==> config.mk <==
export PLATFORM = sky130hd
export DESIGN_NAME = branch_target_table
export DESIGN_NICKNAME = d
export VERILOG_FILES = /design/src/rtl/btt_pkg.sv /design/src/rtl/btt_entry_ram.sv /design/src/rtl/branch_target_table.sv
export SDC_FILE = /design/constraint.sdc
export NUM_CORES = 1
export LEC_CHECK = 0
export BUFFER_PORTS_ARGS = -buffer_cell sky130_fd_sc_hd__buf_2
export CAP_MARGIN = 15
export CORE_MARGIN = 1
export CORE_UTILIZATION = 62
export DETAILED_ROUTE_END_ITERATION = 8
export GPL_TIMING_DRIVEN = 0
export PLACE_DENSITY = 0.76
export SYNTH_ARGS = -nofsm -noshare
export SYNTH_HDL_FRONTEND = slang
export SYNTH_SLANG_ARGS = --single-unit
==> constraint.sdc <==
create_clock -name Clk -period 3.3 [get_ports Clk]
set_input_delay 0.33 -clock Clk [delete_from_list [all_inputs] [get_ports Clk]]
set_output_delay 0.33 -clock Clk [all_outputs]
set_load 0.02 [all_outputs]
==> src/rtl/btt_pkg.sv <==
// btt_pkg: shared types for the branch-target table
package btt_pkg;
  localparam int ENTRY_D = 8;
  typedef enum logic {CLEAR, READY} state_t;
  typedef struct packed {
    logic valid;
    logic abs;
    logic [ENTRY_D-1:0] target;
  } entry_t;
endpackage

==> src/rtl/btt_entry_ram.sv <==
// btt_entry_ram: target storage with one write port, async read and per-entry valid clear
module btt_entry_ram #(
  parameter int D = 8,
  parameter int AW = 5,
  parameter int DEPTH = 2**AW
) (
  input  logic          clk,
  input  logic          rst,
  input  logic          we,
  input  logic [AW-1:0] waddr,
  input  logic [D-1:0]  wtarget,
  input  logic          wabs,
  input  logic          clr,
  input  logic [AW-1:0] caddr,
  input  logic [AW-1:0] raddr,
  output logic          rvalid,
  output logic          rabs,
  output logic [D-1:0]  rtarget
);
  logic [DEPTH-1:0] valid;
  logic [D:0] mem [DEPTH];
  always_ff @(posedge clk or posedge rst)
    if (rst) valid <= '0;
    else if (we) valid[waddr] <= 1'b1;
    else if (clr) valid[caddr] <= 1'b0;
  // payload needs no reset: it is only trusted behind its valid bit
  always_ff @(posedge clk)
    if (we) mem[waddr] <= {wabs, wtarget};
  assign rvalid = valid[raddr];
  assign {rabs, rtarget} = mem[raddr];
endmodule

==> src/rtl/branch_target_table.sv <==
// branch_target_table: programmable branch-target table returning a registered resolved next PC
module branch_target_table
  import btt_pkg::*;
#(
  parameter int D = 8,
  parameter int AW = 5,
  parameter int DEPTH = 2**AW
) (
  input  logic          Clk,
  input  logic          Reset,
  input  logic          flush,
  input  logic          wr_valid,
  output logic          wr_ready,
  input  logic [AW-1:0] wr_addr,
  input  logic [D-1:0]  wr_target,
  input  logic          wr_abs,
  input  logic          lk_valid,
  output logic          lk_ready,
  input  logic [AW-1:0] lk_addr,
  input  logic [D-1:0]  lk_pc,
  input  logic          lk_taken,
  output logic          nxt_valid,
  output logic [D-1:0]  nxt_pc,
  output logic          nxt_miss
);
  state_t state, state_n;
  logic [AW-1:0] clr_idx;
  logic rd_valid, rd_abs, lk_fire, miss_res;
  logic [D-1:0] rd_target, pc_res;
  assign wr_ready = state == READY;
  assign lk_ready = state == READY;
  assign lk_fire = lk_valid & lk_ready;
  btt_entry_ram #(.D(D), .AW(AW), .DEPTH(DEPTH)) u_ram (
    .clk(Clk), .rst(Reset),
    .we(wr_valid & wr_ready), .waddr(wr_addr), .wtarget(wr_target), .wabs(wr_abs),
    .clr(state == CLEAR), .caddr(clr_idx),
    .raddr(lk_addr), .rvalid(rd_valid), .rabs(rd_abs), .rtarget(rd_target)
  );
  always_comb begin
    state_n = state;
    if (state == CLEAR) state_n = clr_idx == AW'(DEPTH-1) ? READY : CLEAR;
    else state_n = flush ? CLEAR : READY;
  end
  // relative add is the same bit pattern whether target is read as signed or not
  always_comb begin
    pc_res = !lk_taken ? lk_pc + D'(1) : !rd_valid ? lk_pc : rd_abs ? rd_target : lk_pc + rd_target;
    miss_res = lk_taken & ~rd_valid;
  end
  always_ff @(posedge Clk or posedge Reset)
    if (Reset) begin
      state <= CLEAR;
      clr_idx <= '0;
      nxt_valid <= 1'b0;
      nxt_pc <= '0;
      nxt_miss <= 1'b0;
    end else begin
      state <= state_n;
      clr_idx <= state == CLEAR ? clr_idx + AW'(1) : '0;
      nxt_valid <= lk_fire;
      if (lk_fire) begin
        nxt_pc <= pc_res;
        nxt_miss <= miss_res;
      end
    end
endmodule

; ---- Word-level counts from Yosys, hierarchy flattened
; Memory sizes are Yosys's and may differ from the RTL's.
; Index checks and enable logic that the tools add are counted.
[word_totals]
register_bits = 48
ramBits = 288
inputBits = 33
out_inout_bits = 12
wordCells = 43
memories = 1
[mem_list]
columns = memory, depth, width, read_ports, rd_ports_with_merged_regs, wr, line_no
row1 = u_ram.mem, 32, 9, 1, 0, 1, btt_entry_ram.sv:21  ; logic [D:0] mem [DEPTH];
[op_classes]
n_addsub = 3
magnitude_cmp = 5
n_eq_ne = 2
n_mux = 17
n_bitwise = 7
n_reduce_logical = 2
[op_table]
columns = op, count
row1 = 32-bit two-way mux, 2
row2 = 32-bit bitwise AND, 1
row3 = 32-bit inverter, 1
row4 = 32-bit bitwise OR, 1
row5 = 8-bit two-way mux, 3
row6 = 5-bit by 6-bit less-than comparator with 1-bit output (second input constant), 3
row7 = 1-bit demux with 5-bit select, 2
row8 = 5-bit by 1-bit greater-or-equal comparator with 1-bit output (second input constant), 2
row9 = 8-bit by 1-bit adder with 8-bit output (second input constant), 1
row10 = 8-bit adder, 1
row11 = 1-bit two-way mux, 8
row12 = 5-bit by 1-bit adder with 5-bit output (second input constant), 1
row13 = 1-bit binary-select mux with 5-bit select, 1
row14 = 5-bit equality test (second input constant), 1
row15 = 5-bit two-way mux, 1
row16 = 1-bit bitwise AND, 3
row17 = 1-bit logical AND, 2
row18 = 2-bit by 1-bit != test with 1-bit output (second input constant), 1
row19 = 1-bit inverter, 1

; ---- Logic depth before layout (Yosys ltp)
; Gate-level depths: netlist of the first run.
[depth]
depth_word = 8
mapped_depth = 18
ltp_nobuf = 14

; ---- Modules after synthesis
; From an unflattened synthesis of the first run, not the netlist that was laid out.
[hier_totals]
cells_unflattened = 936
hier_area_um2 = 14216.1
[modules_own_cells]
columns = mod, n_inst, cells_each, area_each_um2, seq_area_each_um2
row1 = btt_entry_ram, 1, 792, 12982.5, 9449.1
row2 = branch_target_table, 1, 144, 1233.7, 400.4

; ---- Worst setup path before layout of the first run
; No wires, ideal clock.
[synth_path]
path_type = input-to-reg
start = input lk_addr[1]
end = register nxt_pc[6]
setup_ps = 126
arrival_ps = 3531
required_time_ps = 3174
path_slack_ps = -357
path_stages = 15
path_buffers = 4
cell_sequence = buf_6 -> buf_6 -> buf_6 -> buf_6 -> mux4_2 -> mux4_2 -> o21a_1 -> ha_1 -> nor2b_1 -> o21ai_0 -> a21boi_0 -> o21a_1 -> nor3_1 -> o31ai_1 -> a221o_1
[synth_between]
elab_chain_cells = 5
word_cells_on_any_way = 7
classes_between = add/sub (1) / mux (5) / memory (1)
[synth_lines]
columns = element, line_no
row1 = from (decl), branch_target_table.sv:19  ; input logic [AW-1:0] lk_addr,
row2 = memory read 32 x 9 bit, --
row3 = 8-bit adder, branch_target_table.sv:46  ; pc_res = !lk_taken ? lk_pc + D'(1) : !rd_valid ? lk_pc : rd_abs ? rd_target : lk_pc + rd_target;
row4 = 8-bit two-way mux, branch_target_table.sv:46
row5 = 8-bit two-way mux * (2 in series), branch_target_table.sv:46
row6 = to (signal assigned), branch_target_table.sv:61  ; nxt_pc <= pc_res;
row7 = to (decl), branch_target_table.sv:23  ; output logic [D-1:0] nxt_pc,
; Mark *: on every way between the ends. The rest lies on a longest branch, timed or not. The select of a mux whose other input is x is not followed.
; A chain may end at the register's enable or synchronous reset.

; ---- Final worst setup path of the first run
[layout_path]
start = input lk_addr[1]
end = register nxt_pc[7]
; The elaborated chain is that of the path after synthesis.

==> impl_metrics.csv, run 1 <==
group,metric,value,unit
clock_tree,cts_tree,"built",
synthesis,synth_top_area_cell,"edfxtp_1",
hold_path,hold_path_class,"in2reg",
clock_tree,root_buffer,"clkbuf_16",
setup_path,cp_slowest_stage_delay,0.51,ns
detailed_routing,num_vias,7805,
synthesis,synth.distinct_cells,54,
clock_tree,cts_buffers,34,
floorplanning,die_h,152,um
place,pre_cts_slack,-1.12,ns
floorplanning,die_width,152,um
place,port_buffers,40,
clock_tree,worstSkewPairLatency,0.51,ns
global_route,grt_pass1_wl,48100,um
timing,setup_tns,0,ns
timing,maxSlewViolCount,0,
layout,fin_cells,1158,
global_route,grt-ovfl-total,0,
detailed_routing,drt_first_iter_violations,862,
global_route,track_usage,0.297,
setup_path,cp_data_required_time,3.68,ns
timing,finalCritPeriodShare,0.975,
setup_path,critPathMaxFanout,10,
setup_path,crit_top_cell,"buf_12",
power_and_ir_drop,power.density,614,nW/um^2
power_and_ir_drop,p_leak,5.56,nW
synthesis,synth_seq_cells,336,
timing,setup_slack,0.0828,ns
setup_path,arrival,3.60,ns
place,gp_congestion,0.865,
synthesis,synth_edf_count,288,
clock_tree,h-tree-depth,2,
power_and_ir_drop,vdd_drop_max,0.605,mV
clock_tree,clockBufferDepth,3,
synthesis,postSynthAreaPerCell,18.6,um^2
floorplanning,dieArea,23000,um^2
timing,skew,0.0148,ns
synthesis,netlist_instances,747,
timing,setup_viol,0,
synthesis,synthFlopType,"edfxtp_1",
timing,max_slew_margin,0.179,
detailed_routing,avgViaCountPerCell,6.74,
hold_path,min-delay-start,"lk_pc[4]",
clock_tree,cts.clk_slew.worst_paths,0.07,ns
timing,period_needed,3.22,ns
layout,drive_gt1_frac,0.297,
layout,area_delta_synth_final,15.4,%
synthesis,netlist_area,13900,um^2
place,dp.final_hpwl,20700,um
run_status,status,"complete, no violations",
setup_path,crit_path_top_delay_cell,"mux4_2",
layout,n_antenna_cell,0,
synthesis,ys_seq_area_frac,0.708,
timing,rsz0062_at_grt,"no",
flow_run,cap_viol_max_count,0,
clock_tree,cts.sink_count,336,
detailed_routing,drc_errors,0,
synthesis,syn_nets,794,
setup_path,cp-start-kind,"input port",
floorplanning,ioPinCount,45,
setup_path,endpoint_kind,"register",
global_route,antenna_found_initial,0,
synthesis,async_flop_share,0.143,
synthesis,synthTopCellsByArea,"edfxtp_1, mux4_2, dfrtp_1",
timing,hold_ws,0.181,ns
synthesis,ys_top_cells_by_count,"edfxtp_1, mux4_2, nor2_1",
detailed_routing,wirelength,32600,um
floorplanning,placementRows,54,
detailed_routing,ant_nets,0,
synthesis,yosysTopAreaCellShare,0.622,
place,place_inst,1075,
detailed_routing,wl_per_cell,28.1,um
global_route,grt_pass1_vias,7869,
floorplanning,coreArea,21900,um^2
synthesis,yosysMostFrequentCell,"edfxtp_1",
setup_path,r2r-start,"u_ram.mem[24][1]$_DFFE_PP_",
power_and_ir_drop,power,9.84,mW
detailed_routing,first_pass_iters,7,
synthesis,ys_warn_count,0,
setup_path,crit_path_cell_trace,"buf_12 > buf_12 > buf_16 > buf_12 > buf_12 > mux4_2 > mux2i_1 > a22oi_2 > o21a_1 > ha_4 > nand3_1 > o211ai_1 > o41ai_2 > xor2_1 > nor2_1 > xor2_1 > o22ai_1",
setup_path,path_class,"in2reg",
timing,final_hold_viol_count,0,
timing,worst_slew_pin_slew,1.23,ns
floorplanning,initial_core_util,0.635,
setup_path,crit_start,"lk_addr[1]",
global_route,grt_max_degree,42,
layout,num-nets-final,901,
timing,fmax,0.311,GHz
## stage by stage
step | util | cell area (um^2)
6_report | 0.733 | 16000
5_1_grt | 0.733 | 16000
4_1_cts | 0.722 | 15800
3_5_place_dp | 0.669 | 14600
3_3_place_gp | 0.664 | 14500
2_1_floorplan | - | 14000
## per-layer routing
layer / wire, um / GRT usage / part of all wire / vias to the layer above
li1: - / - / - / 3224
met1: 12500 / 0.411 / 0.38 / 4021
met2: 16000 / 0.475 / 0.49 / 499
met3: 3200 / 0.0641 / 0.098 / 61
met4: 870 / 0.104 / 0.027 / 0
met5: 0 / 0 / 0 / -
## kinds of logic (layout without fill, tap and decap cells)
logic type	Yosys count	in the layout	synth area share
flops	336	336	0.708
simple gates	144	144	0.0507
compound gates	87	87	0.0435
xor+xnor	10	10	0.00630
buf+inv	48	179	0.0185
fa+ha+maj	14	14	0.0131
mux	108	108	0.159
## path summary, 6_finish.rpt
path                                                to  cells after the start  slack (ns)
max in group asynchronous         clr_idx[2]$_DFF_PP0_                      4        2.53
min                              nxt_pc[4]$_DFFE_PP0P_                      3        0.18
max reg2reg                      nxt_pc[7]$_DFFE_PP0P_                     12        0.10
min reg2reg                       nxt_miss$_DFFE_PP0P_                      2        0.49
max                              nxt_pc[7]$_DFFE_PP0P_                     17        0.08
min in group asynchronous  u_ram.valid[13]$_DFFE_PP0P_                      3        0.27
## area by class of cell
cell class                      count  area [um^2]
Sequential cell                   336         9850
Fill cell                        1304         5850
Multi-Input combinational cell    363         3910
Clock buffer                       48          977
Timing Repair Buffer               72          526
Tap cell                          280          350
Buffer                             34          295
Clock inverter                     12         85.1
Inverter                           13         50.0
## flip-flops by register name (all words and copies together) (netlist names)
name and flops:
u_ram.mem 288, u_ram.valid 32, nxt_miss 1, lk_ready 1
nxt_valid 1, clr_idx 5, nxt_pc 8
## timing repair
item                       CTS  global route
setup endpoints to repair    4             2
buffers inserted             3             3
hold buffers                 2             0
hold endpoints to repair    11             0
resized for setup           25            13
pin swaps                    0             4
## cells in the final DEF (no fill, tap or decap), drive strengths merged, types with 2 or more instances in the layout
master	n
a21oi	27
a22oi	14
and2	4
and3	3
buf	91
clkbuf	61
clkinv	10
clkinvlp	2
dfrtp	48
dlygate4sd3	2
edfxtp	288
ha	13
inv	12
mux2i	17
mux4	90
nand2	16
nand2b	4
nand3	9
nand3b	6
nand4	3
nor2	68
nor2b	14
nor3	6
nor3b	4
o21a	7
o21ai	9
o22a	16
o22ai	5
or3	3
or3b	2
xnor2	3
xor2	7
## power by group
group          leakage, nW  total, mW  switching [mW]  internal (mW)
Combinational         1.82       1.29           0.764          0.521
Clock                0.515       3.69            1.54           2.14
Sequential            3.23       4.87           0.101           4.77
## critical path, delay by kind of cell
family | cells | cell delay, ns
AOI/OAI and AO/OA | 5 | 0.90
xor gates and xnor gates | 2 | 0.35
adders and majority gates | 1 | 0.30
buffers and inverters | 5 | 0.74
muxes | 2 | 0.74
and+or+nand+nor | 2 | 0.22
Note: power is estimated with default switching activity, not from simulation.
==> run 2, diff against run 1 <==
RECOVER_POWER = 25   (was unset)
==> run 2 against run 1 <==
Net effect: power is essentially flat; clock skew is 0.0015 ns lower; global-route usage unchanged; final cell count stayed put; highest routed layer unchanged.
==> impl_metrics.csv, run 2 (synthesis gave the netlist of run 1 again) <==
group,metric,value,unit
run_status,status,"complete, no violations",
clock_tree,root_buffer,"clkbuf_16",
power_and_ir_drop,p_int,7.44,mW
hold_path,hold_path_class,"in2reg",
global_route,grt_pass1_vias,7869,
layout,regMostFlops,"u_ram.mem",
setup_path,path_class,"in2reg",
global_route,track_usage,0.297,
power_and_ir_drop,switching_share,0.245,
layout,mostFrequentLayoutCell,"edfxtp_1",
layout,num-nets-final,901,
hold_path,whs_path_depth,3,
detailed_routing,wirelength,32600,um
clock_tree,h-tree-depth,2,
timing,setup_tns,0,ns
setup_path,r2r-start,"u_ram.mem[24][1]$_DFFE_PP_",
floorplanning,dieArea,23000,um^2
clock_tree,cts.sink_count,336,
timing,max_slew_margin,0.0829,
power_and_ir_drop,p_leak,5.54,nW
place,post_dp_cell_area,14600,um^2
timing,period_needed,3.21,ns
floorplanning,coreArea,21900,um^2
timing,rsz0062_at_grt,"no",
setup_path,r2r_end,"nxt_pc[7]$_DFFE_PP0P_",
global_route,grt_max_degree,42,
detailed_routing,first_pass_iters,5,
floorplanning,ioPinCount,45,
timing,skew,0.0133,ns
timing,finalCritPeriodShare,0.972,
power_and_ir_drop,comb_power_share,0.130,
layout,reg_top3,"u_ram.mem (288), u_ram.valid (32), nxt_pc (8)",
layout,final_cell_mix,"edfxtp_1, mux4_2, nor2_1, dfrtp_1, buf_2",
place,port_buffers,40,
hold_path,min-delay-start,"lk_pc[4]",
floorplanning,die_width,152,um
setup_path,endpoint_kind,"register",
setup_path,rrSetupSlack,0.10,ns
layout,n_antenna_cell,0,
clock_tree,worstSkewPairLatency,0.51,ns
detailed_routing,num_vias,7850,
hold_path,hold_end,"nxt_pc[4]$_DFFE_PP0P_",
layout,design_area,16000,um^2
setup_path,reg2reg_depth,12,
power_and_ir_drop,power.density,614,nW/um^2
global_route,grt-ovfl-total,0,
global_route,grt_pass1_wl,48100,um
floorplanning,initial_core_util,0.635,
floorplanning,die_h,152,um
setup_path,cp_data_required_time,3.68,ns
place,gp_congestion,0.865,
timing,maxSlewViolCount,0,
floorplanning,placementRows,54,
timing,fmax,0.312,GHz
detailed_routing,drc_errors,0,
power_and_ir_drop,vdd_drop_max,0.604,mV
power_and_ir_drop,pwr-share-clk,0.375,
global_route,antenna_found_initial,0,
flow_run,cap_viol_max_count,0,
timing,setup_viol,0,
place,dp.final_hpwl,20700,um
power_and_ir_drop,seqPwrFrac,0.495,
clock_tree,cts_tree,"built",
detailed_routing,drt_first_iter_violations,801,
layout,area_delta_synth_final,15.3,%
timing,final_hold_viol_count,0,
clock_tree,clockBufferDepth,3,
detailed_routing,wl_per_cell,28.2,um
clock_tree,cts.clk_slew.worst_paths,0.07,ns
layout,drive_gt1_frac,0.289,
timing,worst_slew_pin_slew,1.38,ns
setup_path,critPathMaxFanout,10,
setup_path,arrival,3.59,ns
clock_tree,cts_buffers,34,
power_and_ir_drop,switching_power,2.41,mW
detailed_routing,avgViaCountPerCell,6.78,
detailed_routing,ant_nets,0,
layout,largest_reg_flops,288,
setup_path,cp-start-kind,"input port",
==> run 2: worst max-delay path by stage <==
stage	start	end	slack, ns	depth (start not counted)
2_1_floorplan	lk_addr[1]	nxt_pc[6]$_DFFE_PP0P_	-0.1	15
4_1_cts	lk_addr[1]	nxt_pc[6]$_DFFE_PP0P_	0.002	17
3_3_place_gp	lk_addr[2]	nxt_pc[6]$_DFFE_PP0P_	-0.99	16
3_5_place_dp	lk_addr[2]	nxt_pc[6]$_DFFE_PP0P_	-1.12	16
6_report	lk_addr[1]	nxt_pc[7]$_DFFE_PP0P_	0.09	17
5_1_grt	lk_addr[1]	nxt_pc[6]$_DFFE_PP0P_	0.003	17
==> run 2: timing repair <==
item | CTS | global route
resized for setup | 25 | 13
hold buffers | 2 | 0
buffers inserted | 3 | 3
pin swaps | 0 | 4
setup endpoints to repair | 4 | 2
hold endpoints to repair | 11 | 0
==> run 2: layout make-up <==
| cell class | instances | area [um^2] |
|---|---|---|
| tap | 280 | 350 |
| clock buffer | 48 | 977 |
| multi-input combinational | 363 | 3910 |
| timing repair buffer | 72 | 518 |
| buffer | 34 | 295 |
| inverter | 13 | 50.0 |
| sequential | 336 | 9850 |
| fill | 1304 | 5860 |
| clock inverter | 12 | 85.1 |
==> run 2: critical path, stage by stage <==
cell	delay, ns
buf_12	0.11
buf_12	0.16
buf_16	0.16
buf_12	0.16
buf_12	0.16
mux4_2	0.51
mux2i_1	0.23
a22oi_2	0.18
o21a_1	0.20
ha_4	0.30
nand3_1	0.08
o211ai_1	0.30
o41ai_2	0.11
xor2_1	0.17
nor2_1	0.14
xor2_1	0.18
o22ai_1	0.11
==> run 2: power groups by stage <==
stage	registers, mW	logic, mW	clock network (mW)
after floorplan	5.01	0.765	0
after global placement	4.94	1.17	0
after detailed placement	4.96	1.23	0
after CTS	4.87	1.27	3.71
after global routing	4.89	1.39	3.87
final	4.87	1.28	3.69
==> run 2: stage by stage <==
step	util	cells	total power [mW]	hold WS (ns)	setup WS, ns
after global placement	0.664	1067	6.12	0.458	-0.992
after detailed placement	0.669	1075	6.19	0.244	-1.12
after CTS	0.722	1140	9.85	0.172	0.00221
final	0.732	1158	9.85	0.184	0.0910
after floorplan	-	747	5.77	0.423	-0.0991
after global routing	0.732	1158	10.1	0.220	0.00326
==> run 2: metal layers <==
metal	up-vias	wire length (um)	GRT usage	part of all wire
met2	521	16000	0.475	0.49
met1	4024	12400	0.411	0.38
met4	0	954	0.104	0.029
met3	72	3230	0.0641	0.099
li1	3233	-	-	-
met5	-	0	0	0
==> run 3, diff against run 2 <==
ABC_AREA = 1   (was unset)
CORE_UTILIZATION = 45   (was 62)
PLACE_DENSITY = 0.57   (was 0.76)
==> run 3 against run 2 <==
Net effect: clock power is 2% higher; combinational power is 5% higher; via count is 35% higher; worst hold slack worse by 0.15 ns; die area is 45% higher; first-iteration DRC count is 29% higher; register-to-register slack better by 0.33 ns; sequential cell count stayed put; utilization is 20 points lower; critical endpoint is now nxt_pc[6]$_DFFE_PP0P_; largest cell class unchanged.
==> impl_metrics.csv, run 3 <==
group,metric,value,unit
run_status,status,"complete, no violations",
synthesis,ys_top_cells_by_count,"nand2_1, edfxtp_1, nand3_1",
detailed_routing,ant_nets,0,
power_and_ir_drop,p_leak,6.60,nW
detailed_routing,wl_per_cell,22.8,um
layout,design_area,16900,um^2
power_and_ir_drop,p_int,7.35,mW
power_and_ir_drop,power,10.0,mW
timing,max_slew_margin,0.0217,
layout,largest_reg_flops,288,
layout,num-nets-final,1540,
layout,final_cell_mix,"nand2_1, edfxtp_1, nand3_1, a21oi_1, nor2_1",
timing,skew,0.0139,ns
flow_run,cap_viol_max_count,0,
global_route,grt_pass1_vias,10319,
floorplanning,ioPinCount,45,
synthesis,yosysTopAreaCellShare,0.587,
timing,worst_slew_pin_slew,1.47,ns
global_route,grt_pass1_wl,66200,um
place,port_buffers,42,
synthesis,ys_seq_area_frac,0.669,
clock_tree,h-tree-depth,2,
power_and_ir_drop,seqPwrFrac,0.489,
setup_path,endpoint_kind,"register",
setup_path,arrival,3.39,ns
floorplanning,die_width,183,um
timing,period_needed,2.98,ns
clock_tree,cts_setup_buffers,0,
floorplanning,initial_core_util,0.462,
layout,reg_top3,"u_ram.mem (288), u_ram.valid (32), nxt_pc (8)",
synthesis,synth_seq_cells,336,
synthesis,postSynthAreaPerCell,10.6,um^2
setup_path,cp-start-kind,"input port",
floorplanning,die_h,183,um
layout,regMostFlops,"u_ram.mem",
power_and_ir_drop,vdd_drop_max,0.580,mV
power_and_ir_drop,switching_share,0.267,
global_route,antenna_found_initial,0,
global_route,grt_max_degree,37,
floorplanning,dieArea,33400,um^2
layout,area_delta_synth_final,15.0,%
layout,fin_cells,1952,
timing,finalCritPeriodShare,0.903,
synthesis,syn_nets,1436,
clock_tree,clockBufferDepth,3,
global_route,grt-ovfl-total,0,
global_route,track_usage,0.275,
synthesis,netlist_instances,1389,
setup_path,critPathMaxFanout,10,
timing,fmax,0.336,GHz
layout,n_antenna_cell,0,
place,dp.final_hpwl,29500,um
detailed_routing,num_vias,10569,
synthesis,synth.distinct_cells,33,
hold_path,hold_path_class,"in2reg",
detailed_routing,drc_errors,0,
synthesis,yosysMostFrequentCell,"nand2_1",
synthesis,netlist_area,14700,um^2
clock_tree,cts.sink_count,336,
floorplanning,coreArea,31900,um^2
power_and_ir_drop,power.density,592,nW/um^2
synthesis,synth_top_area_cell,"edfxtp_1",
clock_tree,worstSkewPairLatency,0.52,ns
timing,rsz0062_at_grt,"no",
detailed_routing,first_pass_iters,5,
clock_tree,cts.clk_slew.worst_paths,0.06,ns
layout,mostFrequentLayoutCell,"nand2_1",
clock_tree,cts_buffers,37,
detailed_routing,avgViaCountPerCell,5.41,
place,place_inst,1888,
synthesis,ys_warn_count,0,
detailed_routing,drt_first_iter_violations,1034,
timing,maxSlewViolCount,0,
timing,setup_viol,0,
power_and_ir_drop,pwr-share-clk,0.376,
floorplanning,placementRows,65,
layout,drive_gt1_frac,0.129,
power_and_ir_drop,switching_power,2.67,mW
setup_path,path_class,"in2reg",
synthesis,async_flop_share,0.143,
clock_tree,cts_tree,"built",
setup_path,cp_data_required_time,3.71,ns
clock_tree,root_buffer,"clkbuf_16",
synthesis,synthFlopType,"edfxtp_1",
detailed_routing,wirelength,44400,um
synthesis,synth_edf_count,288,
timing,final_hold_viol_count,0,
synthesis,synthTopCellsByArea,"edfxtp_1, nand2_1, nand3_1",
power_and_ir_drop,comb_power_share,0.135,
place,gp_congestion,0.826,
place,post_dp_cell_area,15800,um^2
==> run 3: routing by layer <==
layer  global-route usage  part of all wire
met4                0.115             0.043
met1                0.371              0.43
met3               0.0357             0.060
met5                    0                 0
met2                0.449              0.47
==> run 3: cell families after synthesis <==
kind of cell / count (synthesis) / share of synthesized area
and+or+nand+nor: 820 / 0.234
DFF: 336 / 0.669
buffers and inverters: 124 / 0.0487
AOI/OAI and AO/OA: 86 / 0.0309
adders and majority gates: 14 / 0.0124
xor gates and xnor gates: 9 / 0.00535
==> run 3: worst paths after layout <==
kind / end / cells past startpoint / startpoint / slack, ns
worst max-delay path: nxt_pc[6]$_DFFE_PP0P_ / 23 / lk_addr[2] / 0.32
worst min-delay path: lk_ready$_DFF_PP0_ / 2 / flush / 0.03
worst max register to register: nxt_pc[6]$_DFFE_PP0P_ / 22 / u_ram.mem[24][0]$_DFFE_PP_ / 0.43
worst min register to register: nxt_pc[6]$_DFFE_PP0P_ / 2 / nxt_pc[6]$_DFFE_PP0P_ / 0.48
max in group asynchronous: u_ram.valid[23]$_DFFE_PP0P_ / 4 / Reset / 2.33
min in group asynchronous: clr_idx[0]$_DFF_PP0_ / 3 / Reset / 0.39
==> run 3: per-stage QoR <==
step / hold WS [ns] / util / setup TNS, ns / setup slack (ns)
2_1_floorplan: 0.429 / - / 0 / 0.502
3_3_place_gp: 0.464 / 0.485 / -1.32 / -0.544
3_5_place_dp: 0.292 / 0.497 / -1.16 / -0.558
4_1_cts: 0.0101 / 0.531 / 0 / 0.000368
5_1_grt: 0.0445 / 0.531 / 0 / 0.0504
6_report: 0.0292 / 0.531 / 0 / 0.321
==> run 3: area by class of cell <==
class | count | area (um^2)
fillers | 2895 | 15000
flip-flops and latches | 336 | 9850
multi-input cells | 929 | 4220
clock buffers | 50 | 1020
well taps | 435 | 544
repair buffers | 65 | 505
plain buffers | 68 | 504
inverters | 56 | 220
clock inverters | 13 | 60.1
==> run 3: critical path, stage by stage <==
cell and delay (ns):
buf_2 0.09, buf_2 0.31, clkbuf_4 0.34, nand3_1 0.10, nand2_1 0.18, a21oi_1 0.10, o21ai_1 0.11, nand2_1 0.14
inv_2 0.09, ha_1 0.17, inv_1 0.06, fa_1 0.40, o21ai_1 0.23, nand2_1 0.07, nand2_1 0.06, nand2_1 0.04
nand2_1 0.07, xor2_1 0.14, nand2_1 0.06, nand3_1 0.09, nand2_1 0.07, nand2_1 0.07, nand2_1 0.05
==> run 3: power by group through the flow <==
stage	clock network [mW]	registers, mW	logic, mW
floorplan	0	5.04	0.796
global placement	0	4.98	1.33
detailed placement	0	4.99	1.35
CTS	3.81	4.90	1.36
global route	3.96	4.93	1.52
finish	3.77	4.91	1.35
==> run 3: repair_timing <==
item,CTS,global route
hold buffers,1,0
hold endpoints to repair,12,0
endpoints found under the setup margin,0,1
gates resized for setup,0,10
